===== src/rtl/addsub_rr_sched_pkg.sv =====
// Shared FIR datapath definitions: operand width, scheduler sizing,
// saturation limits and the add/sub scheduler state encoding.
package FirPkg;

    localparam int DATA_WIDTH    = 16;
    localparam int SCHED_NUM_REQ = 4;

    // Largest positive and most negative two's-complement values
    localparam logic signed [DATA_WIDTH-1:0] SAT_MAX = {1'b0, {(DATA_WIDTH-1){1'b1}}};
    localparam logic signed [DATA_WIDTH-1:0] SAT_MIN = {1'b1, {(DATA_WIDTH-1){1'b0}}};

    typedef enum logic [1:0] {
        IDLE = 2'd0,
        EXEC = 2'd1,
        HOLD = 2'd2
    } addsub_sched_state_e;

endpackage


===== src/rtl/addsub_nbit.sv =====
// N-bit two's-complement adder/subtractor built from 4-bit ripple slices.
// add_sub=1 computes a-b as a+~b+1; carry_o=1 then means "no borrow".
module addsub_nbit
    import FirPkg::*;
#(
    parameter int W = DATA_WIDTH
) (
    input  logic signed [W-1:0] a,
    input  logic signed [W-1:0] b,
    input  logic                add_sub,
    output logic signed [W-1:0] S,
    output logic                V,
    output logic                carry_o
);

    localparam int NIB = W / 4;

    logic [W-1:0] b_eff;
    logic [NIB:0] c;

    assign b_eff = add_sub ? ~b : b;
    assign c[0]  = add_sub;

    for (genvar i = 0; i < NIB; i++) begin : g_nib
        assign {c[i+1], S[4*i +: 4]} = {1'b0, a[4*i +: 4]} + {1'b0, b_eff[4*i +: 4]} + {4'b0, c[i]};
    end

    // Signed overflow: both effective operands agree in sign, result disagrees
    assign V       = (a[W-1] == b_eff[W-1]) && (S[W-1] != a[W-1]);
    assign carry_o = c[NIB];

endmodule


===== src/rtl/addsub_rr_sched_arbiter.sv =====
// Round-robin arbiter: searches last+1, last+2, ... modulo N and grants the
// first requester found. Nothing is granted while enable is low.
module rr_arbiter #(
    parameter int N    = 4,
    parameter int ID_W = $clog2(N)
) (
    input  logic [N-1:0]    req,
    input  logic [ID_W-1:0] last,
    input  logic            enable,
    output logic [N-1:0]    grant,
    output logic [ID_W-1:0] grant_idx
);

    logic            found;
    logic [ID_W-1:0] idx;

    // Rotating priority search starting just after the last winner
    always_comb begin
        grant     = '0;
        grant_idx = '0;
        found     = 1'b0;
        idx       = '0;
        for (int i = 1; i <= N; i++) begin
            idx = ID_W'((int'(last) + i) % N);
            if (enable && !found && req[idx]) begin
                grant[idx] = 1'b1;
                grant_idx  = idx;
                found      = 1'b1;
            end
        end
    end

endmodule


===== src/rtl/addsub_rr_sched.sv =====
// Round-robin scheduler sharing one add/sub datapath between NUM_REQ
// requesters. One transaction in flight: grant -> EXEC -> HOLD (response
// held until accepted). A new grant may overlap the response handshake.
module addsub_rr_sched
    import FirPkg::*;
#(
    parameter int NUM_REQ = SCHED_NUM_REQ,
    parameter int ID_W    = $clog2(NUM_REQ)
) (
    input  logic                         clk,
    input  logic                         rst_n,
    input  logic [NUM_REQ-1:0]           req_valid,
    output logic [NUM_REQ-1:0]           req_ready,
    input  logic signed [DATA_WIDTH-1:0] req_a [NUM_REQ],
    input  logic signed [DATA_WIDTH-1:0] req_b [NUM_REQ],
    input  logic [NUM_REQ-1:0]           req_sub,
    input  logic [NUM_REQ-1:0]           req_sat,
    output logic                         rsp_valid,
    input  logic                         rsp_ready,
    output logic signed [DATA_WIDTH-1:0] rsp_data,
    output logic                         rsp_ovf,
    output logic                         rsp_carry,
    output logic [ID_W-1:0]              rsp_id
);

    addsub_sched_state_e state_q, state_next;

    logic signed [DATA_WIDTH-1:0] a_q, b_q;
    logic                         sub_q, sat_q;
    logic [ID_W-1:0]              id_q, last_q;

    logic                         arb_en;
    logic [NUM_REQ-1:0]           grant;
    logic [ID_W-1:0]              grant_idx;

    logic signed [DATA_WIDTH-1:0] sum;
    logic                         sum_v, sum_c;

    // Clamp toward the sign of A when signed overflow occurs; A's sign is
    // the overflow direction for both add and subtract.
    function automatic logic signed [DATA_WIDTH-1:0] saturate(
        input logic signed [DATA_WIDTH-1:0] s,
        input logic                         v,
        input logic                         sat,
        input logic                         a_msb
    );
        if (sat && v) return a_msb ? SAT_MIN : SAT_MAX;
        return s;
    endfunction

    rr_arbiter #(
        .N    (NUM_REQ),
        .ID_W (ID_W)
    ) u_arb (
        .req       (req_valid),
        .last      (last_q),
        .enable    (arb_en),
        .grant     (grant),
        .grant_idx (grant_idx)
    );

    addsub_nbit #(
        .W (DATA_WIDTH)
    ) u_addsub (
        .a       (a_q),
        .b       (b_q),
        .add_sub (sub_q),
        .S       (sum),
        .V       (sum_v),
        .carry_o (sum_c)
    );

    assign req_ready = grant;

    // State register
    always_ff @(posedge clk) begin
        if (!rst_n) state_q <= IDLE;
        else        state_q <= state_next;
    end

    // Next-state logic
    always_comb begin
        state_next = state_q;
        case (state_q)
            IDLE:    if (|grant) state_next = EXEC;
            EXEC:    state_next = HOLD;
            HOLD:    if (rsp_ready) state_next = (|grant) ? EXEC : IDLE;
            default: state_next = IDLE;
        endcase
    end

    // Arbiter enable: idle, or the cycle the pending response is accepted
    always_comb begin
        arb_en = 1'b0;
        case (state_q)
            IDLE:    arb_en = rst_n;
            HOLD:    arb_en = rst_n && rsp_ready;
            default: arb_en = 1'b0;
        endcase
    end

    // Operand capture on grant; last_q seeds the next round-robin search
    always_ff @(posedge clk) begin
        if (!rst_n) begin
            a_q    <= '0;
            b_q    <= '0;
            sub_q  <= 1'b0;
            sat_q  <= 1'b0;
            id_q   <= '0;
            last_q <= ID_W'(NUM_REQ - 1);
        end else if (|grant) begin
            a_q    <= req_a[grant_idx];
            b_q    <= req_b[grant_idx];
            sub_q  <= req_sub[grant_idx];
            sat_q  <= req_sat[grant_idx];
            id_q   <= grant_idx;
            last_q <= grant_idx;
        end
    end

    // Response registers: load in EXEC, hold until the handshake in HOLD
    always_ff @(posedge clk) begin
        if (!rst_n) begin
            rsp_valid <= 1'b0;
            rsp_data  <= '0;
            rsp_ovf   <= 1'b0;
            rsp_carry <= 1'b0;
            rsp_id    <= '0;
        end else if (state_q == EXEC) begin
            rsp_valid <= 1'b1;
            rsp_data  <= saturate(sum, sum_v, sat_q, a_q[DATA_WIDTH-1]);
            rsp_ovf   <= sum_v;
            rsp_carry <= sum_c;
            rsp_id    <= id_q;
        end else if (state_q == HOLD && rsp_ready) begin
            rsp_valid <= 1'b0;
        end
    end

endmodule


===== config.mk =====
export PLATFORM = sky130hd
export DESIGN_NAME = addsub_rr_sched
export DESIGN_NICKNAME = d
export VERILOG_FILES = /design/src/rtl/addsub_rr_sched_pkg.sv /design/src/rtl/addsub_nbit.sv /design/src/rtl/addsub_rr_sched_arbiter.sv /design/src/rtl/addsub_rr_sched.sv
export SDC_FILE = /design/constraint.sdc
export NUM_CORES = 1
export LEC_CHECK = 0
export ABC_AREA = 1
export CAP_MARGIN = 20
export CELL_PAD_IN_SITES_DETAIL_PLACEMENT = 0
export CELL_PAD_IN_SITES_GLOBAL_PLACEMENT = 1
export CORE_AREA = 5 5 127 129
export DETAILED_ROUTE_END_ITERATION = 10
export DIE_AREA = 0 0 132 134
export GPL_TIMING_DRIVEN = 0
export HOLD_SLACK_MARGIN = 0.08
export PLACE_DENSITY = 0.87
export SLEW_MARGIN = 0
export SYNTH_ARGS = -nofsm -noshare
export SYNTH_HDL_FRONTEND = slang
export SYNTH_SLANG_ARGS = --single-unit

===== constraint.sdc =====
create_clock -name clk -period 7.9 [get_ports clk]
set_input_delay 1.58 -clock clk [delete_from_list [all_inputs] [get_ports clk]]
set_output_delay 1.58 -clock clk [all_outputs]
set_load 0.03 [all_outputs]

**Yosys cells after proc, flatten, opt, wreduce, memory -nomap -nowiden**

Cells that the tools add are included.

- Flip-flop bits (word level): 61
- Logic and storage cells: 118

- Add/sub/neg operators: 12
- $lt $le $gt $ge: 10
- Equality and inequality tests: 6
- Multiplexer cells: 51
- Bitwise logic cells: 5
- Reductions and logical operators: 22

Operators by type and width:

| cell | number |
|---|---|
| $mux W16 | 8 |
| $bmux W16 S2 | 2 |
| $add A4 B4 Y5 | 4 |
| $add A5 B1 Y5 | 4 |
| $mux W1 | 19 |
| $mux W4 | 4 |
| $not A16 Y16 | 1 |
| $logic_and A1 B1 Y1 | 15 |
| $lt A2 B3 Y1 const B | 5 |
| $bmux W1 S2 | 6 |
| $mux W2 | 6 |
| $or A4 B4 Y4 | 3 |
| $demux W1 S2 | 4 |
| $ge A2 B1 Y1 const B | 4 |
| $pmux W2 S3 | 1 |
| $add A2 B1 Y2 const B | 2 |
| $add A2 B2 Y2 const B | 2 |
| $ne A2 B2 Y1 const B | 2 |
| $reduce_or A4 Y1 | 1 |
| $ge A3 B3 Y1 const B | 1 |
| $logic_not A1 Y1 | 3 |
| $not A2 Y3 | 1 |
| $eq A2 B1 Y1 const B | 1 |
| $eq A2 B2 Y1 const B | 1 |
| 6 further kinds | 6 |

**Longest topological paths before layout**

- Word-level depth: 21
- Depth in mapped cells: 32

**Modules after synthesis**

A second synthesis with hierarchy kept.

- Cells, all modules: 777
- Area total of the unflattened synthesis: 5138.7 µm²

Modules (own cells, without submodules):

| module | instances | cells an instance | area each (µm²) | seq. area each (µm²) |
|---|---|---|---|---|
| addsub_rr_sched | 1 | 584 | 3783.6 | 1221.2 |
| addsub_nbit | 1 | 110 | 858.3 | 0.0 |
| rr_arbiter | 1 | 83 | 496.7 | 0.0 |

**Worst setup path before layout**

No wires, ideal clock.

- Path type: register -> register
- From: reg sub_q
- To: reg rsp_data[10]
- Library setup time: 0.133 ns
- Data arrival time: 5.131 ns
- Path slack: 2.636 ns
- Cell stages (with the launch flop): 32
- Period minus slack after synthesis: 5.264 ns
- Path through: dfxtp_1 > clkbuf_1 > clkbuf_1 > xor2_1 > ha_1 > nand2_1 > nand2_1 > a21oi_1 > fa_1 > fa_1 > inv_1 > nand2_1 > nand2_1 > a21oi_1 > fa_1 > fa_1 > inv_1 > nand2_1 > nand2_1 > a21oi_1 > fa_1 > nor2_1 > o21ai_0 > nand2_1 > nand2_1 > nand3b_1 > nor2_1 > nand2_1 > nand2_1 > inv_1 > clkbuf_1 > a21oi_1

- Cells in the longest elaborated chain, start to end: 13
- Elaborated cells on any way between the ends: 17
- Those cells by class: add/sub: 8; eq/ne: 2; mux: 5; reduce/logical: 2

Ends and longest elaborated chain:

| item | RTL line | RTL |
|---|---|---|
| start: declaration | addsub_rr_sched.sv:29 | `logic sub_q, sat_q;` |
| start signal: assignment | addsub_rr_sched.sv:114 | `sub_q <= req_sub[grant_idx];` |
| $mux W16 | addsub_nbit.sv:21 | `assign b_eff = add_sub ? ~b : b;` |
| $add A4 B4 Y5 | addsub_nbit.sv:25 | `assign {c[i+1], S[4*i +: 4]} = {1'b0, a[4*i +: 4]} + {1'b0, b_eff[4*i +: 4]} + {4'b0, c[i]};` |
| $add A5 B1 Y5 (4 in series) | addsub_nbit.sv:25 |  |
| $ne A1 B1 Y1 | addsub_nbit.sv:29 | `assign V = (a[W-1] == b_eff[W-1]) && (S[W-1] != a[W-1]);` |
| $logic_and A1 B1 Y1 | addsub_nbit.sv:29 |  |
| $logic_and A1 B1 Y1 | addsub_rr_sched.sv:47 | `if (sat && v) return a_msb ? SAT_MIN : SAT_MAX;` |
| $mux W1 | addsub_rr_sched.sv:47 |  |
| $mux W1 | addsub_rr_sched.sv:129 | `end else if (state_q == EXEC) begin` |
| $mux W1 | addsub_rr_sched.sv:123 | `if (!rst_n) begin` |
| $mux W16 (*) | addsub_rr_sched.sv:48 | `return s;` |
| end signal: assignment | addsub_rr_sched.sv:131 | `rsp_data <= saturate(sum, sum_v, sat_q, a_q[DATA_WIDTH-1]);` |
| end: declaration | addsub_rr_sched.sv:20 | `output logic signed [DATA_WIDTH-1:0] rsp_data,` |

Mark *: on every way between the ends. The rest lies on a longest branch, timed or not. The select of a mux whose other input is x is not followed.
A chain may end at the register's enable or synchronous reset.

**Final worst setup path**

- From: reg sub_q
- To: reg rsp_data[5]

The elaborated chain is that of the path after synthesis.

==> results.md <==
- CTS Buffer Depth: 2
- Crit. End Element: register
- CP Launch Type: register
- Initial DRC count: about 350
- Fin crit period: roughly 6000 ps
- ANT nets after route: 0
- Outcome: complete, no violations
- Register area share after synthesis: ~25%
- Fin area: between 7000 and 8000 um^2
- Crit Path Class: reg -> reg
- Hold Vio Cnt, Final: 0
- Lkg Pwr: around 3.2 nW
- Critical path required time: 8160 ps
- Logic gate share of total power: between 60% and 70%
- IO Count: ~170
- Worst-Margin Slew: around 620 ps
- Final Net Count: 1,106
- 1st-pass router iterations: 5
- Post-DP HPWL: around 14,000 um
- H-tree Lvls: 3
- Ys flop type: dfxtp_1
- DR vias: ~5,600
- Worst path max stage delay: 540 ps
- Worst Path Max Fanout: 10
- Rows: 45
- Cts hold-fix bufs: 0
- Sw power: approximately 1.4 mW
- Clock transition at path regs: 50 ps
- GPL Wtd Cong: 0.915
- Mapped Cells: approximately 760
- Inserted Diodes: 0
- GRT Util Overall: between 10% and 20%
- Sequential Power Share: ~18%
- Vias in the first global route: 5,430
- Full die area: 17,700 um^2
- GRT Residual Overflow: 0
- Wirelength, routed: approximately 17,000 um
- Worst-Skew Late Latency: between 300 and 400 ps
- Routed len/inst: between 15 and 20 um
- Pwr dens: a little under 400 nW/um^2
- Total CTS buffers: 9
- Syn avg cell area: approximately 6.5 um^2
- FFs w/ async S/R, synth: 0%
- Clock Sinks: between 60 and 70
- Fin. max-slew vios: 0
- Largest net degree at the start of global routing: 11
- Initial antenna violation count: 0
- Setup TNS: 0 ps
- Peak VDD IR: 0.145 mV
- Unrepaired setup endpoints after global routing: no
- Arrival @ worst endpoint: about 6300 ps
- Mapped cell area: between 4000 and 5000 um^2
- Final setup violation count: 0
- Max-cap violations: 0
- CTS root buf: clkbuf_16
- CTS tree: done
- Remaining DRCs: 0
- Worst Hold Class: reg -> reg
- P&R area growth vs syn: 44.8%
- EDFF count, synth: 0
- Setup bufs post-CTS: 0
- DP Area: roughly 6900 um^2
- Final Non-Filler Cells: ~1,100
- Port Buffer Count: about 170
- Most frequent CP cell: nand2_1
- Placed Cells: between 1,000 and 1,500
- Layout cells sized above 1: about a tenth
- Rel. slew slack: 58.4%
- Cell at the slowest stage of the critical path: clkbuf_1
- Filler cell count: about 1,600
- Die height: ~130 um
- Internal power: approximately 1.4 mW
- Vias/cell: 4.95
- Starting Density: between 30% and 40%
- Core box area: roughly 15,000 um^2
- Switching fraction of total power: 49.0%
- Clock power frac: ~15%
- Syn Nets: 928
- First-pass GRT wire length: 27,400 um
- Maximum clock frequency: 166 MHz
- Yosys warnings: 0
- Post-synthesis register bit count: around 60
- Crit share post-route: around three quarters
- Cell variety after synth: 28
- Post-CTS resize count: 0
- Setup Skew: between 4 and 5 ps
- Chip width: between 100 and 150 um
[final timing paths]
| check | cells past startpoint | slack [ps] | end | startpoint |
|---|---|---|---|---|
| setup / recovery | 30 | 1860 | rsp_data[5]$_SDFFE_PN0P_ | sub_q$_SDFFE_PN0P_ |
| hold / removal | 1 | 480 | rsp_valid$_SDFFE_PN0P_ | state_q[1]$_SDFFE_PN0P_ |
| setup reg to reg | 30 | 1860 | rsp_data[5]$_SDFFE_PN0P_ | sub_q$_SDFFE_PN0P_ |
| hold reg to reg | 1 | 480 | rsp_valid$_SDFFE_PN0P_ | state_q[1]$_SDFFE_PN0P_ |
[Yosys cell counts, drive strengths merged, types with 2 or more instances]
cell type / instances / area share, %
nand2: 190 / 15
nand3: 133 / 14
inv: 69 / 5.3
nand4: 68 / 8.6
a21oi: 62 / 7.9
dfxtp: 61 / 25
buf: 35 / 4.4
nor2: 32 / 3.0
o21ai: 29 / 3.0
clkbuf: 22 / 1.7
ha: 19 / 4.8
xor2: 12 / 2.1
or2: 10 / 1.3
fa: 7 / 2.8
xnor2: 7 / 1.2
nand3b: 2 / 0.30
[per-layer routing]
metal | wire length [um] | vias up | global-route usage (%)
met3 | 1460 | 20 | 5.81
met5 | 0 | - | 0
li1 | - | 2904 | -
met2 | 7920 | 179 | 31.7
met4 | 324 | 0 | 5.14
met1 | 7790 | 2492 | 23.9
[placed cells by master, fill, tap and decap left out, drive strengths merged]
master / instances
nand3b: 2
xor2: 12
clkdlybuf4s50: 167
nand2: 190
or2: 10
clkinvlp: 1
a31oi: 1
a21oi: 62
nor2: 32
ha: 19
o21ai: 29
buf: 35
dfxtp: 61
xnor2: 7
clkbuf: 35
nand3: 133
bufinv: 1
clkinv: 1
fa: 7
inv: 69
nand4: 68
[through the flow]
step | setup WS (ps) | total power, mW | hold WS, ps | utilization, %
2_1_floorplan | 2640 | 1.83 | 437 | -
3_3_place_gp | 1930 | 2.37 | 452 | 46.0
3_5_place_dp | 1850 | 2.37 | 470 | 46.0
4_1_cts | 1830 | 2.79 | 477 | 48.1
5_1_grt | 1270 | 3.02 | 499 | 48.1
6_report | 1860 | 2.78 | 476 | 48.1
[power by group through the flow]
stage | combinational (mW) | sequential [mW] | clock, mW
2_1_floorplan | 1.26 | 0.563 | 0
3_3_place_gp | 1.87 | 0.497 | 0
3_5_place_dp | 1.88 | 0.497 | 0
4_1_cts | 1.89 | 0.492 | 0.414
5_1_grt | 2.10 | 0.504 | 0.424
6_report | 1.88 | 0.492 | 0.406
[sequential cells by signal, summed over array words and instances, names as in the netlist]
register / count
a_q: 16
b_q: 16
rsp_data: 16
id_q: 2
last_q: 2
rsp_id: 2
state_q: 2
rsp_carry: 1
rsp_ovf: 1
rsp_valid: 1
sat_q: 1
sub_q: 1
[critical path: cells and delay by family, from the launching register on]
family / cells / cell delay (ps)
AO/OA/AOI/OAI: 5 / 500
XOR/XNOR: 1 / 160
adder cells (fa/ha/maj): 6 / 2310
buffers and inverters: 6 / 1430
flip-flops: 1 / 300
AND/OR/NAND/NOR: 12 / 1280
[cell families (layout without fill, tap and decap cells)]
| group | count (synthesis) | count (layout) | share of synthesized area [%] |
|---|---|---|---|
| adders and majority gates | 26 | 26 | 7.63 |
| buffers and inverters | 126 | 309 | 11.4 |
| xor gates and xnor gates | 19 | 19 | 3.36 |
| DFF | 61 | 61 | 24.7 |
| AOI/OAI and AO/OA | 92 | 92 | 11.0 |
| and+or+nand+nor | 435 | 435 | 42.0 |
[final cells by class]
cell class / instances / area, um^2 / area share [%]
Tap cell: 188 / 235 / 3.28
Inverter: 69 / 262 / 3.65
Multi-Input combinational cell: 572 / 3170 / 44.1
Clock inverter: 3 / 42.5 / 0.593
Sequential cell: 61 / 1220 / 17.0
Timing Repair Buffer: 167 / 1670 / 23.3
Buffer: 57 / 303 / 4.22
Clock buffer: 13 / 270 / 3.77
Note: power is estimated with default switching activity, not from simulation.
